File: config.mk
export PLATFORM = sky130hd
export DESIGN_NAME = controlador_teclado
export DESIGN_NICKNAME = d
export VERILOG_FILES = /design/src/rtl/controlador_teclado.sv
export SDC_FILE = /design/constraint.sdc
export NUM_CORES = 1
export LEC_CHECK = 0
export BUFFER_PORTS_ARGS = -buffer_cell sky130_fd_sc_hd__clkbuf_2
export CAP_MARGIN = 10
export CORE_MARGIN = 4
export CORE_UTILIZATION = 35
export CTS_BUF_LIST = sky130_fd_sc_hd__clkbuf_8
export CTS_CLUSTER_SIZE = 14
export DETAILED_ROUTE_END_ITERATION = 12
export HOLD_SLACK_MARGIN = 0.1
export PLACE_DENSITY_LB_ADDON = 0.08
export SETUP_SLACK_MARGIN = 0.2
export SLEW_MARGIN = 20
export SYNTH_ARGS = -nofsm -noshare
export SYNTH_HDL_FRONTEND = slang
export SYNTH_SLANG_ARGS = --single-unit
File: constraint.sdc
create_clock -name clk -period 2.65 [get_ports clk]
set_clock_uncertainty 0.2 [all_clocks]
set_input_delay 0.3975 -clock clk [delete_from_list [all_inputs] [get_ports clk]]
set_output_delay 0.3975 -clock clk [all_outputs]
set_load 0.005 [all_outputs]
File: src/rtl/controlador_teclado.sv
// rtl/controlador_teclado.sv - 4x4 hex keypad scanner with press/release debounce
//
// Purpose:
//   Drives the keypad columns one-hot, samples the rows through a 2-flop
//   synchronizer, debounces the press and the release, and reports each
//   accepted key as a 4-bit code {row_idx, col_idx} with a 1-cycle strobe.
//
// Optional feature macro: TECLADO_REPETICION_EN
//   When defined, a held key re-strobes tecla_valida every REPEAT_CYCLES
//   cycles with tecla_bin unchanged. When undefined, each press yields
//   exactly one strobe and REPEAT_CYCLES has no effect.
//
// Ports:
//   clk               in   1  system clock, rising edge
//   rst               in   1  synchronous reset, active-high
//   filas_in          in   4  raw keypad rows, active-high, asynchronous
//   columnas_out      out  4  one-hot column drive, active-high
//   tecla_bin         out  4  code of the last accepted key
//   tecla_valida      out  1  1-cycle strobe per accepted key (or repeat)
//   tecla_presionada  out  1  high from accept until debounced release

module controlador_teclado #(
   parameter int SCAN_DIV        = 4,
   parameter int DEBOUNCE_CYCLES = 8,
   parameter int REPEAT_CYCLES   = 50
) (
   input  logic       clk,
   input  logic       rst,
   input  logic [3:0] filas_in,
   output logic [3:0] columnas_out,
   output logic [3:0] tecla_bin,
   output logic       tecla_valida,
   output logic       tecla_presionada
);

   localparam int DW  = $clog2(SCAN_DIV);
   localparam int DBW = $clog2(DEBOUNCE_CYCLES + 1);

   typedef enum logic [1:0] {
      ESCANEO        = 2'd0,
      ANTIRREBOTE    = 2'd1,
      CAPTURA        = 2'd2,
      ESPERA_LIBERAR = 2'd3
   } estado_t;

   estado_t        estado_q;
   logic [3:0]     filas_m_q;
   logic [3:0]     filas_s_q;
   logic [1:0]     col_idx_q;
   logic [1:0]     fila_idx_q;
   logic [DW-1:0]  dwell_q;
   logic [DBW-1:0] deb_cnt_q;
   logic [DBW-1:0] lib_cnt_q;
   logic [3:0]     tecla_q;
   logic           valida_q;
   logic           presionada_q;

   logic [3:0]     fila_lat;
   logic [1:0]     col_idx_d;
   logic           coincide;
   logic           libre;
   logic [DBW-1:0] deb_cnt_inc;
   logic [DBW-1:0] lib_cnt_inc;

`ifdef TECLADO_REPETICION_EN
   localparam int RPW = $clog2(REPEAT_CYCLES + 1);
   logic [RPW-1:0] rep_cnt_q;
   logic [RPW-1:0] rep_cnt_inc;
`else
   // Parameter kept so both builds share one instantiation interface.
   logic parametro_unused;
   assign parametro_unused = (REPEAT_CYCLES != 0);
`endif

   // Row index of a one-hot row vector; only used when the vector is one-hot.
   function automatic logic [1:0] indice_fila(input logic [3:0] v);
      logic [1:0] r;
      case (v)
         4'b0001: r = 2'd0;
         4'b0010: r = 2'd1;
         4'b0100: r = 2'd2;
         4'b1000: r = 2'd3;
         default: r = 2'd0;
      endcase
      return r;
   endfunction

   always_comb begin
      fila_lat    = 4'b0001 << fila_idx_q;
      col_idx_d   = col_idx_q + 2'd1;   // 2-bit wrap gives the 0001->...->1000->0001 rotation
      coincide    = (filas_s_q == fila_lat);
      libre       = (filas_s_q == 4'b0000);
      deb_cnt_inc = (deb_cnt_q < DBW'(DEBOUNCE_CYCLES)) ? deb_cnt_q + DBW'(1) : deb_cnt_q;
      lib_cnt_inc = (lib_cnt_q < DBW'(DEBOUNCE_CYCLES)) ? lib_cnt_q + DBW'(1) : lib_cnt_q;
`ifdef TECLADO_REPETICION_EN
      rep_cnt_inc = (rep_cnt_q < RPW'(REPEAT_CYCLES)) ? rep_cnt_q + RPW'(1) : rep_cnt_q;
`endif
   end

   always_ff @(posedge clk) begin
      if (rst) begin
         estado_q     <= ESCANEO;
         filas_m_q    <= 4'b0000;
         filas_s_q    <= 4'b0000;
         col_idx_q    <= 2'd0;
         fila_idx_q   <= 2'd0;
         dwell_q      <= '0;
         deb_cnt_q    <= '0;
         lib_cnt_q    <= '0;
         tecla_q      <= 4'h0;
         valida_q     <= 1'b0;
         presionada_q <= 1'b0;
`ifdef TECLADO_REPETICION_EN
         rep_cnt_q    <= '0;
`endif
      end else begin
         filas_m_q <= filas_in;
         filas_s_q <= filas_m_q;
         valida_q  <= 1'b0;

         case (estado_q)
            ESCANEO: begin
               // The last dwell cycle sees rows that settled through the
               // synchronizer for the column driven since dwell 0.
               if (dwell_q == DW'(SCAN_DIV - 1)) begin
                  dwell_q <= '0;
                  if ($onehot(filas_s_q)) begin
                     fila_idx_q <= indice_fila(filas_s_q);
                     deb_cnt_q  <= '0;
                     estado_q   <= ANTIRREBOTE;
                  end else begin
                     col_idx_q <= col_idx_d;
                  end
               end else begin
                  dwell_q <= dwell_q + DW'(1);
               end
            end

            ANTIRREBOTE: begin
               if (coincide) begin
                  if (deb_cnt_q == DBW'(DEBOUNCE_CYCLES - 1)) begin
                     // Outputs are registered, so they are loaded here and
                     // become visible during the CAPTURA cycle itself.
                     tecla_q      <= {fila_idx_q, col_idx_q};
                     valida_q     <= 1'b1;
                     presionada_q <= 1'b1;
                     estado_q     <= CAPTURA;
                  end else begin
                     deb_cnt_q <= deb_cnt_inc;
                  end
               end else begin
                  col_idx_q <= col_idx_d;
                  dwell_q   <= '0;
                  estado_q  <= ESCANEO;
               end
            end

            CAPTURA: begin
               lib_cnt_q <= '0;
               estado_q  <= ESPERA_LIBERAR;
`ifdef TECLADO_REPETICION_EN
               // The CAPTURA cycle counts as the first held cycle so the
               // first repeat lands exactly REPEAT_CYCLES after the accept.
               rep_cnt_q <= coincide ? RPW'(1) : '0;
`endif
            end

            ESPERA_LIBERAR: begin
               if (libre) begin
                  if (lib_cnt_q == DBW'(DEBOUNCE_CYCLES - 1)) begin
                     lib_cnt_q    <= '0;
                     presionada_q <= 1'b0;
                     col_idx_q    <= col_idx_d;
                     dwell_q      <= '0;
                     estado_q     <= ESCANEO;
                  end else begin
                     lib_cnt_q <= lib_cnt_inc;
                  end
               end else begin
                  // Any row activity, even a different key, restarts the release.
                  lib_cnt_q <= '0;
               end
`ifdef TECLADO_REPETICION_EN
               if (coincide) begin
                  if (rep_cnt_q == RPW'(REPEAT_CYCLES - 1)) begin
                     valida_q  <= 1'b1;
                     rep_cnt_q <= '0;
                  end else begin
                     rep_cnt_q <= rep_cnt_inc;
                  end
               end else begin
                  rep_cnt_q <= '0;
               end
`endif
            end

            default: estado_q <= ESCANEO;
         endcase
      end
   end

   assign columnas_out     = 4'b0001 << col_idx_q;
   assign tecla_bin        = tecla_q;
   assign tecla_valida     = valida_q;
   assign tecla_presionada = presionada_q;

endmodule

==> metrics, run 1 <==
layout cells sized above 1=28.3%; Total Routing Usage GR=12.9%; ys async rst share=0%; via count=1292; CP Capture Type=flip-flop; die footprint=5610 µm²; syn_nets=194; design area=1920 µm²; DRT iter0 DRCs=82; Num CTS Buffers=5; Critical-path top delay cell=fa_1; R2R cell count=10; CTS root buf=clkbuf_8; Crit Path Max Fanout=5; Buf/Inv on CP=2; routed vias/inst=5.17; Fin Hold WS=0.116 ns; Main synth FF type=dfxtp_1; min Tclk post-route=2.54 ns; Area after DPL=1720 µm²; Port Buf Inserts=15; CP endpoint=deb_cnt_q[0]; Area growth syn-to-layout=22.5%; Critical Path Source Type=flip-flop; actual slew at the worst max-slew pin=0.628 ns; RSZ-0062 raised after global routing=yes; Levels on crit path=10; Post-Syn Area=1570 µm²; Yosys top cell by area=dfxtp_1; clk sink count=30; pwr/cell area=540 nW/µm²; sequential cell area fraction in the yosys report=38.4%; Clock transition at path regs=0.07 ns; share of the synthesized area in the top cell type=38.4%; synth warn=0; FF-to-FF End=deb_cnt_q[0]; RR Startpoint=filas_s_q[0]; WL final=3310 µm; Starting Density=35.9%; fin. max-slew vios=0; first-pass GRT wire length=5400 µm; final setup fails=0; Critical Path, Cell by Cell=inv_2 > fa_1 > inv_1 > ha_2 > ha_4 > nand4bb_4 > or3_4 > nand2_2 > nand3_1 > a31oi_1; worst min path class=primary input to flip-flop; diode count=0; Crit path required time=2.64 ns; Routability Congestion=0.806; synthesized area per cell=8.89 µm²; initial antenna violation count=0; synthesized flop and latch total=30; Detail Placement HPWL=2410 µm; final core utilization=44.0%; Worst path top cell family by delay=adder cells; nets=215; LEAKAGE=0.737 nW; Worst-Skew Late Latency=0.28 ns; vias in the first global route=1210; CP arrival=2.54 ns; grt ovf=0; setup slack, reg-to-reg=0.11 ns; CTS tree=built; CP Class=flip-flop to flip-flop; Site Rows=24; Final Hold Vio Count=0; IO Pins=16; number of flops mapped to enable cells by yosys=0; status=completed; crit-path max cell delay=0.52 ns; Peak VDD IR=0.221 mV; drc violations=0; synth unique cells=41; Die W=74.9 µm; Period Utilization, post-route=96.0%; CTS max path bufs=2; antenna viol nets, final=0; Worst setup startpoint=filas_s_q[0]; Core Area=4350 µm²; Synth Instances=176; fmax=393 MHz; synth top area cells=dfxtp_1 (38%), ha_1 (8.8%), nand2_1 (4.3%); First-pass DRT Iterations=4; max_slew headroom=58.1%; largest net degree at the start of global routing=33; H-tree depth=2; WL per Instance=13.3 µm; Die H=74.9 µm; Max-Cap Viols=0
==> worst min path at each step <==
stage,from,end,slack (ns),cells past startpoint
after floorplan,filas_m_q[3],filas_s_q[3],0.21,1
final,filas_in[1],filas_m_q[1],0.12,2
after detailed placement,filas_m_q[1],filas_s_q[1],0.22,1
after CTS,filas_in[1],filas_m_q[1],0.11,2
after global placement,filas_m_q[2],filas_s_q[2],0.22,1
after global routing,filas_in[2],filas_m_q[2],0.10,2
==> sequential cells by signal, summed over array words and instances (netlist names), 2 cells and up, named ones only <==
name / flops
col_idx_q: 2
deb_cnt_q: 4
dwell_q: 2
fila_idx_q: 2
filas_m_q: 4
filas_s_q: 4
lib_cnt_q: 4
tecla_bin: 4
==> power by group <==
part           internal [W]  leakage (nW)  switching [W]
Clock              0.000279        0.0504       0.000185
Combinational     0.0000454         0.441      0.0000497
Sequential         0.000464         0.245      0.0000120
Total              0.000789         0.737       0.000247
==> cell usage after synthesis (all sizes together) (5+ instances only) <==
master	count
a21oi	12
a31oi	5
clkbuf	6
dfxtp	30
ha	11
inv	9
mux2i	6
nand2	18
nand3	7
nand3b	5
nor2	17
nor2b	10
nor3	6
o21ai	5
==> cells by family (layout without fill, tap and decap cells) <==
family / count (synthesis) / after routing / synth area share [%]
simple gates: 75 / 76 / 25.9
xor+xnor: 1 / 1 / 0.560
compound gates: 32 / 32 / 15.1
fa+ha+maj: 12 / 12 / 10.1
buf+inv: 19 / 40 / 5.20
mux: 7 / 7 / 4.80
flops: 30 / 30 / 38.4
==> metal layers <==
| metal | wire [µm] | GRT usage [%] |
|---|---|---|
| met5 | 0 | 0 |
| met4 | 69 | 6.52 |
| met3 | 129 | 3.60 |
| met2 | 1550 | 21.6 |
| met1 | 1560 | 15.2 |
==> area by class of cell <==
class                           instances  area (µm²)
Fill cell                             416        2440
Timing Repair Buffer                   23         135
Clock buffer                            5        68.8
Clock inverter                          3        45.0
Sequential cell                        30         604
Inverter                                9        33.8
Tap cell                               52        65.1
Multi-Input combinational cell        128         965
==> layout by cell type (no fill, tap or decap), types with 2 or more instances in the layout <==
master	n
dfxtp_1	27
nand2_2	2
a31oi_1	5
or3_4	2
clkbuf_8	5
clkbuf_2	15
mux2i_1	6
nand2b_1	2
ha_1	9
o21ai_0	4
inv_1	6
a21oi_1	10
clkinvlp_4	2
nand3b_1	5
nand3_1	6
nor2_1	17
buf_4	8
nor3_2	2
nor2b_1	10
inv_2	3
nand2_1	16
dfxtp_2	3
nor3_1	3
and3b_1	3
a211oi_1	2
==> through the flow <==
step / TNS, ns / instances / worst slack [ns] / power (W)
after floorplan: 0 / 176 / 0.105 / 0.000548
after global placement: 0 / 238 / 0.0360 / 0.000567
after detailed placement: -0.0189 / 238 / -0.0189 / 0.000571
after CTS: 0 / 249 / 0.0660 / 0.00105
after global routing: 0 / 250 / 0.0216 / 0.00108
final: 0 / 250 / 0.105 / 0.00104
==> timing repair <==
item / 4_1_cts / 5_1_grt
hold buffers: 0 / 0
setup endpoints to repair: 7 / 7
buffers inserted: 2 / 1
pin swaps: 3 / 5
cloned: 1 / 0
resized for setup: 6 / 4
==> worst reg2reg max path, delay by kind of cell, from the launching register on <==
family          cells  cell delay, ns
fa+ha+maj           3            0.90
simple gates        4            0.74
compound gates      1            0.19
buf+inv             2            0.08
flops               1            0.33
No activity file was read; power rests on OpenSTA's default activity.
==> inputs of run 2 (changes only) <==
- CORE_MARGIN: 4 -> 3
==> run 2 against run 1 <==
Global-route usage increased by 1.0 points. First-iteration DRC count decreased by 11%. Sequential share of layout area decreased by 0.27 points. Via count decreased by 0.46%. Sequential power about the same. Combinational power increased by 0.9%. Core utilization increased by 2.6 points. Wire length increased by 1.8%.
==> metrics, run 2 (synthesis results as in run 1) <==
IO Pins=16 (unchanged); placed insts=236 (-0.84%); Clock transition at path regs=0.07 ns (about the same); Filler Cells Inserted=424 (+1.9%); CTS max path bufs=2 (unchanged); antenna viol nets, final=0 (unchanged); total power=0.00102 W (-1.1%); commonest non-fill, non-tap cell in the layout=dfxtp_1; crit-path max cell delay=0.53 ns (about the same); worst hold start=filas_in[3]; WL final=3370 µm (+1.8%); Worst path top cell family by delay=adder cells; commonest non-fill, non-tap cells in the layout=dfxtp_1 (27), nor2_1 (17), nand2_1 (17); Critical Path, Cell by Cell=inv_2 > fa_1 > inv_1 > ha_2 > ha_4 > nand4bb_4 > buf_6 > or3_4 > o211ai_1 > a31oi_1; Detail Placement HPWL=2350 µm (-2.3%); DRT iter0 DRCs=73 (-11%); RR Startpoint=filas_s_q[0]; First-pass DRT Iterations=4 (unchanged); Levels on crit path=10 (unchanged); status=completed; Port Buf Inserts=15 (unchanged); via count=1286 (-0.46%); Routability Congestion=0.795 (-1.4%); Site Rows=23 (-4.2%); CP arrival=2.53 ns (about the same); dpl ws=-0.0229 ns (-0.00399 ns); FF-to-FF End=deb_cnt_q[0]; Core Area=4140 µm² (-4.8%); die footprint=5310 µm² (-5.3%); CP Capture Type=flip-flop; actual slew at the worst max-slew pin=0.622 ns (-0.00619 ns); Worst Hold Depth=2 (unchanged); min Tclk post-route=2.58 ns (+0.0373 ns); Die W=72.9 µm (-2.7%); setup TNS=0 ns (unchanged); Num CTS Buffers=5 (unchanged); Hold Path End=filas_m_q[3]; routed vias/inst=5.19 (+0.34%); RSZ-0062 raised after global routing=yes; Critical Path Source Type=flip-flop; LEAKAGE=0.754 nW (+2.3%); setup ws final=0.0680 ns (-0.0373 ns); diode count=0 (unchanged); first-pass GRT wire length=5730 µm (+6.3%); CTS Hold Bufs=0 (unchanged); Die H=72.9 µm (-2.7%); CP Class=flip-flop to flip-flop; worst min path class=primary input to flip-flop; max_slew headroom=58.6% (+0.41 points); vias in the first global route=1267 (+4.7%); Crit path required time=2.59 ns (-0.05 ns); Critical-path top delay cell=fa_1; Period Utilization, post-route=97.4% (+1.4 points); clk sink count=30 (unchanged); R2R cell count=10 (unchanged); layout cells sized above 1=29.3% (+1.0 points); Worst setup startpoint=filas_s_q[0]; Starting Density=37.8% (+1.8 points); Finished Layout Cells=248 (-0.80%); nets=215 (unchanged); Crit Path Max Fanout=4 (-1); WL per Instance=13.6 µm (+2.6%); setup slack, reg-to-reg=0.07 ns (-0.04 ns); Total Routing Usage GR=14.0% (+1.0 points); CTS tree=built; drc violations=0 (unchanged); grt ovf=0 (unchanged); FF+latch area=604 µm² (unchanged); Peak VDD IR=0.252 mV (+14%); fin. max-slew vios=0 (unchanged); Max-Cap Viols=0 (unchanged); H-tree depth=2 (unchanged); Area growth syn-to-layout=23.5%; largest net degree at the start of global routing=33 (unchanged); CTS root buf=clkbuf_8; Buf/Inv on CP=3 (+1); Worst-Skew Late Latency=0.28 ns (about the same); area occupied by multi-input gates=981 µm² (+1.7%); fmax=387 MHz (-1.4%); final setup fails=0 (unchanged); pwr/cell area=530 nW/µm² (-1.9%); initial antenna violation count=0 (unchanged); Final Hold Vio Count=0 (unchanged)
## run 2: changes by cell type in the layout (fill, tap and decap cells not counted)
cell / change
buf_6: +2
nor3_2: -1
nand2_2: -1
o21ai_2: +1
nand3_2: +1
o21ai_0: -1
a21oi_2: +1
buf_4: -2
clkinv_2: +2
a21oi_1: -1
nand3_1: -1
nor3_4: +1
nand2_1: +1
clkinvlp_4: -2
## run 2: worst max-delay path by stage
stage	slack, ns	to
6_report	0.07	deb_cnt_q[0]
5_1_grt	-0.03	deb_cnt_q[0]
4_1_cts	0.08	deb_cnt_q[3]
3_5_place_dp	-0.02	deb_cnt_q[3]
3_3_place_gp	0.06	deb_cnt_q[3]
2_1_floorplan	0.11	deb_cnt_q[3]
## run 2: worst reg2reg max path, cell delays in order, from the launching register on
cell       delay (ns)
dfxtp_2          0.33
inv_2            0.04
fa_1             0.53
inv_1            0.04
ha_2             0.17
ha_4             0.21
nand4bb_4        0.21
buf_6            0.14
or3_4            0.36
o211ai_1         0.11
a31oi_1          0.09
## run 2: what timing repair did
item | 4_1_cts | 5_1_grt
pin swaps | 3 | 7
buffers inserted | 2 | 1
gates resized for setup | 5 | 11
setup endpoints to repair | 6 | 7
cloned | 1 | 0
## run 2: layout make-up
class | count | share of cell area (%)
Tap cell | 50 | 3.24
Inverter | 9 | 1.75
Timing Repair Buffer | 23 | 7.38
Multi-Input combinational cell | 128 | 50.7
Clock inverter | 3 | 2.07
Sequential cell | 30 | 31.3
Clock buffer | 5 | 3.56
## run 2: power breakdown
| group | internal [W] | leakage [nW] | switching, W |
|---|---|---|---|
| clock | 0.000276 | 0.0579 | 0.000176 |
| sequential | 0.000464 | 0.245 | 0.0000116 |
| combinational | 0.0000456 | 0.451 | 0.0000504 |
## run 2: stage by stage
stage	cell area (µm²)	utilization, %	hold slack [ns]
after floorplan	1610	-	0.214
after detailed placement	1720	41.5	0.229
after global placement	1720	41.5	0.216
after CTS	1880	45.3	0.114
after global routing	1930	46.6	0.117
final	1930	46.6	0.121
## run 2: routing by layer
metal / share of wire, % / GRT usage, % / vias to the layer above
li1: - / - / 651
met5: 0 / 0 / -
met2: 47 / 22.3 / 25
met3: 4.2 / 3.99 / 9
met4: 1.8 / 6.35 / 0
met1: 47 / 17.3 / 601
==> inputs of run 3 (changes only) <==
- BUFFER_PORTS_ARGS: -buffer_cell sky130_fd_sc_hd__clkbuf_2 -> unset
- DONT_BUFFER_PORTS: unset -> 1
==> run 3 against run 2 <==
The flow now finishes with violations (negative hold slack). Setup slack improved by 0.058 ns. Sequential cell count is the same. Die area unchanged. Worst hold slack worse by 0.13 ns. Cell count is 0.40% higher. Sequential power about the same. Core utilization rose by 1.4 points. Largest power group unchanged. Global-route usage decreased by 0.32 points. Sequential share of layout area decreased by 0.84 points. Final area up 3.0%. Clock-buffer cell count unchanged. Via count grew 1.2%.
==> metrics, run 3 (synthesis results as in run 1) <==
status=complete, but fails checks; failing checks=negative hold slack; worst min path class=primary input to flip-flop; Crit Path Max Fanout=5 (+1); max_slew headroom=66.9% (+8.4 points); Crit path required time=2.64 ns (+0.05 ns); DRT iter0 DRCs=42 (-42%); Filler Cells Inserted=417 (-1.7%); pwr/cell area=510 nW/µm² (-3.8%); drc violations=0 (unchanged); Area after DPL=1640 µm² (-4.4%); Peak VDD IR=0.305 mV (+21%); clk sink count=30 (unchanged); Critical Path, Cell by Cell=inv_2 > fa_1 > inv_1 > ha_2 > ha_4 > nand4bb_4 > or3_4 > o21ai_2 > a31oi_1 > nor3_1; Site Rows=23 (unchanged); LEAKAGE=0.780 nW (+3.5%); Final Hold Vio Count=9 (+9); actual slew at the worst max-slew pin=0.496 ns (-0.126 ns); CTS max path bufs=2 (unchanged); nets=216 (+0.47%); Critical-path top delay cell=fa_1; CP Capture Type=flip-flop; Core Area=4140 µm² (unchanged); fin. max-slew vios=0 (unchanged); Critical Path Source Type=flip-flop; M1 WL=1570 µm (-0.95%); Routability Congestion=0.730 (-8.1%); design area=1990 µm² (+3.0%); Total Routing Usage GR=13.6% (-0.32 points); CTS tree=built; DR top layer=met4; Num CTS Buffers=5 (unchanged); IO Pins=16 (unchanged); WL per Instance=13.6 µm (about the same); commonest non-fill, non-tap cells in the layout=dfxtp_1 (26), nand2_1 (18), nor2_1 (17), dlygate4sd3_1 (17); RSZ-0062 raised after global routing=yes; Worst-Skew Late Latency=0.28 ns (about the same); Period Utilization, post-route=95.2% (-2.2 points); Met3 Routed Length=104 µm (-26%); commonest non-fill, non-tap cell in the layout=dfxtp_1; grt ovf=0 (unchanged); min Tclk post-route=2.52 ns (-0.0582 ns); Finished Layout Cells=249 (+0.40%); WL final=3380 µm (+0.36%); CP Class=flip-flop to flip-flop; CP arrival=2.52 ns (about the same); Die H=72.9 µm (unchanged); fmax=396 MHz (+2.3%); CTS Hold Bufs=17 (+17); total power=0.00101 W (-0.91%); CTS root buf=clkbuf_8; Fin Hold WS=-0.0122 ns (-0.133 ns); largest net degree at the start of global routing=33 (unchanged); vias in the first global route=1280 (+1.0%); setup TNS=0 ns (unchanged); crit-path max cell delay=0.52 ns (about the same); diode count=0 (unchanged); Worst setup startpoint=filas_s_q[0]; final setup fails=0 (unchanged); area occupied by multi-input gates=957 µm² (-2.4%); RR Startpoint=filas_s_q[0]; antenna viol nets, final=0 (unchanged); placed insts=221 (-6.4%); H-tree depth=2 (unchanged); die footprint=5310 µm² (unchanged); FF+latch area=606 µm² (+0.21%); Detail Placement HPWL=2330 µm (-0.94%); routed vias/inst=5.22 (+0.76%); WL met2=1670 µm (+5.2%); via count=1301 (+1.2%); Port Buf Inserts=0 (-15); Starting Density=37.8% (unchanged); initial antenna violation count=0 (unchanged); worst hold start=rst; First-pass DRT Iterations=4 (unchanged); first-pass GRT wire length=5680 µm (-0.96%); Clock transition at path regs=0.06 ns (about the same); Area growth syn-to-layout=27.2%; layout cells sized above 1=20.1% (-9.2 points); Die W=72.9 µm (unchanged); Max-Cap Viols=0 (unchanged)
-- run 3: changes by cell type in the layout (fill, tap and decap cells not counted), moves of 2 or more --
cell / change
dlygate4sd3_1: +17
buf_6: -2
nor3_2: +2
nor3_4: -2
clkbuf_2: -15
-- run 3: power breakdown --
| group | total (W) | internal [W] | leakage (nW) | switching, W |
|---|---|---|---|---|
| combinational | 0.0000925 | 0.0000506 | 0.477 | 0.0000419 |
| clock | 0.000446 | 0.000276 | 0.0579 | 0.000170 |
| sequential | 0.000477 | 0.000465 | 0.246 | 0.0000120 |
-- run 3: metal layers --
layer  track usage [%]  vias up
met1              16.6      625
li1                  -      653
met5                 0        -
met4              4.92        0
met2              22.2       17
met3              4.68        6
-- run 3: layout make-up --
cell class	instances	share of cell area [%]
Sequential cell	30	30.4
Tap cell	50	3.14
Multi-Input combinational cell	128	48.1
Clock inverter	3	2.01
Inverter	9	1.70
Clock buffer	5	3.46
Timing Repair Buffer	24	11.2
-- run 3: repair_timing --
action                     CTS  global route
hold endpoints to repair    29            13
cloned                       1             0
buffers inserted             2             0
setup endpoints to repair    6             8
resized for setup            5             5
pin swaps                    3             4
-- run 3: worst paths after layout --
kind	slack, ns	to	cells past startpoint
max	0.13	deb_cnt_q[3]	10
min	-0.01	tecla_bin[0]	1
max reg2reg	0.13	deb_cnt_q[3]	10
min reg2reg	0.29	tecla_presionada	2
-- run 3: critical path, delay by kind of cell (launching register included) --
family                     cells  cell delay [ns]
adders and majority gates      3             0.90
and+or+nand+nor                3             0.75
DFF                            1             0.33
AOI/OAI and AO/OA              2             0.17
buffers and inverters          2             0.08
-- run 3: stage by stage --
step                util, %  worst slack [ns]
finish                 48.0             0.126
global route           48.0           0.00646
CTS                    47.6            0.0913
detailed placement     39.7           -0.0251
global placement       39.7            0.0530
floorplan                 -             0.105
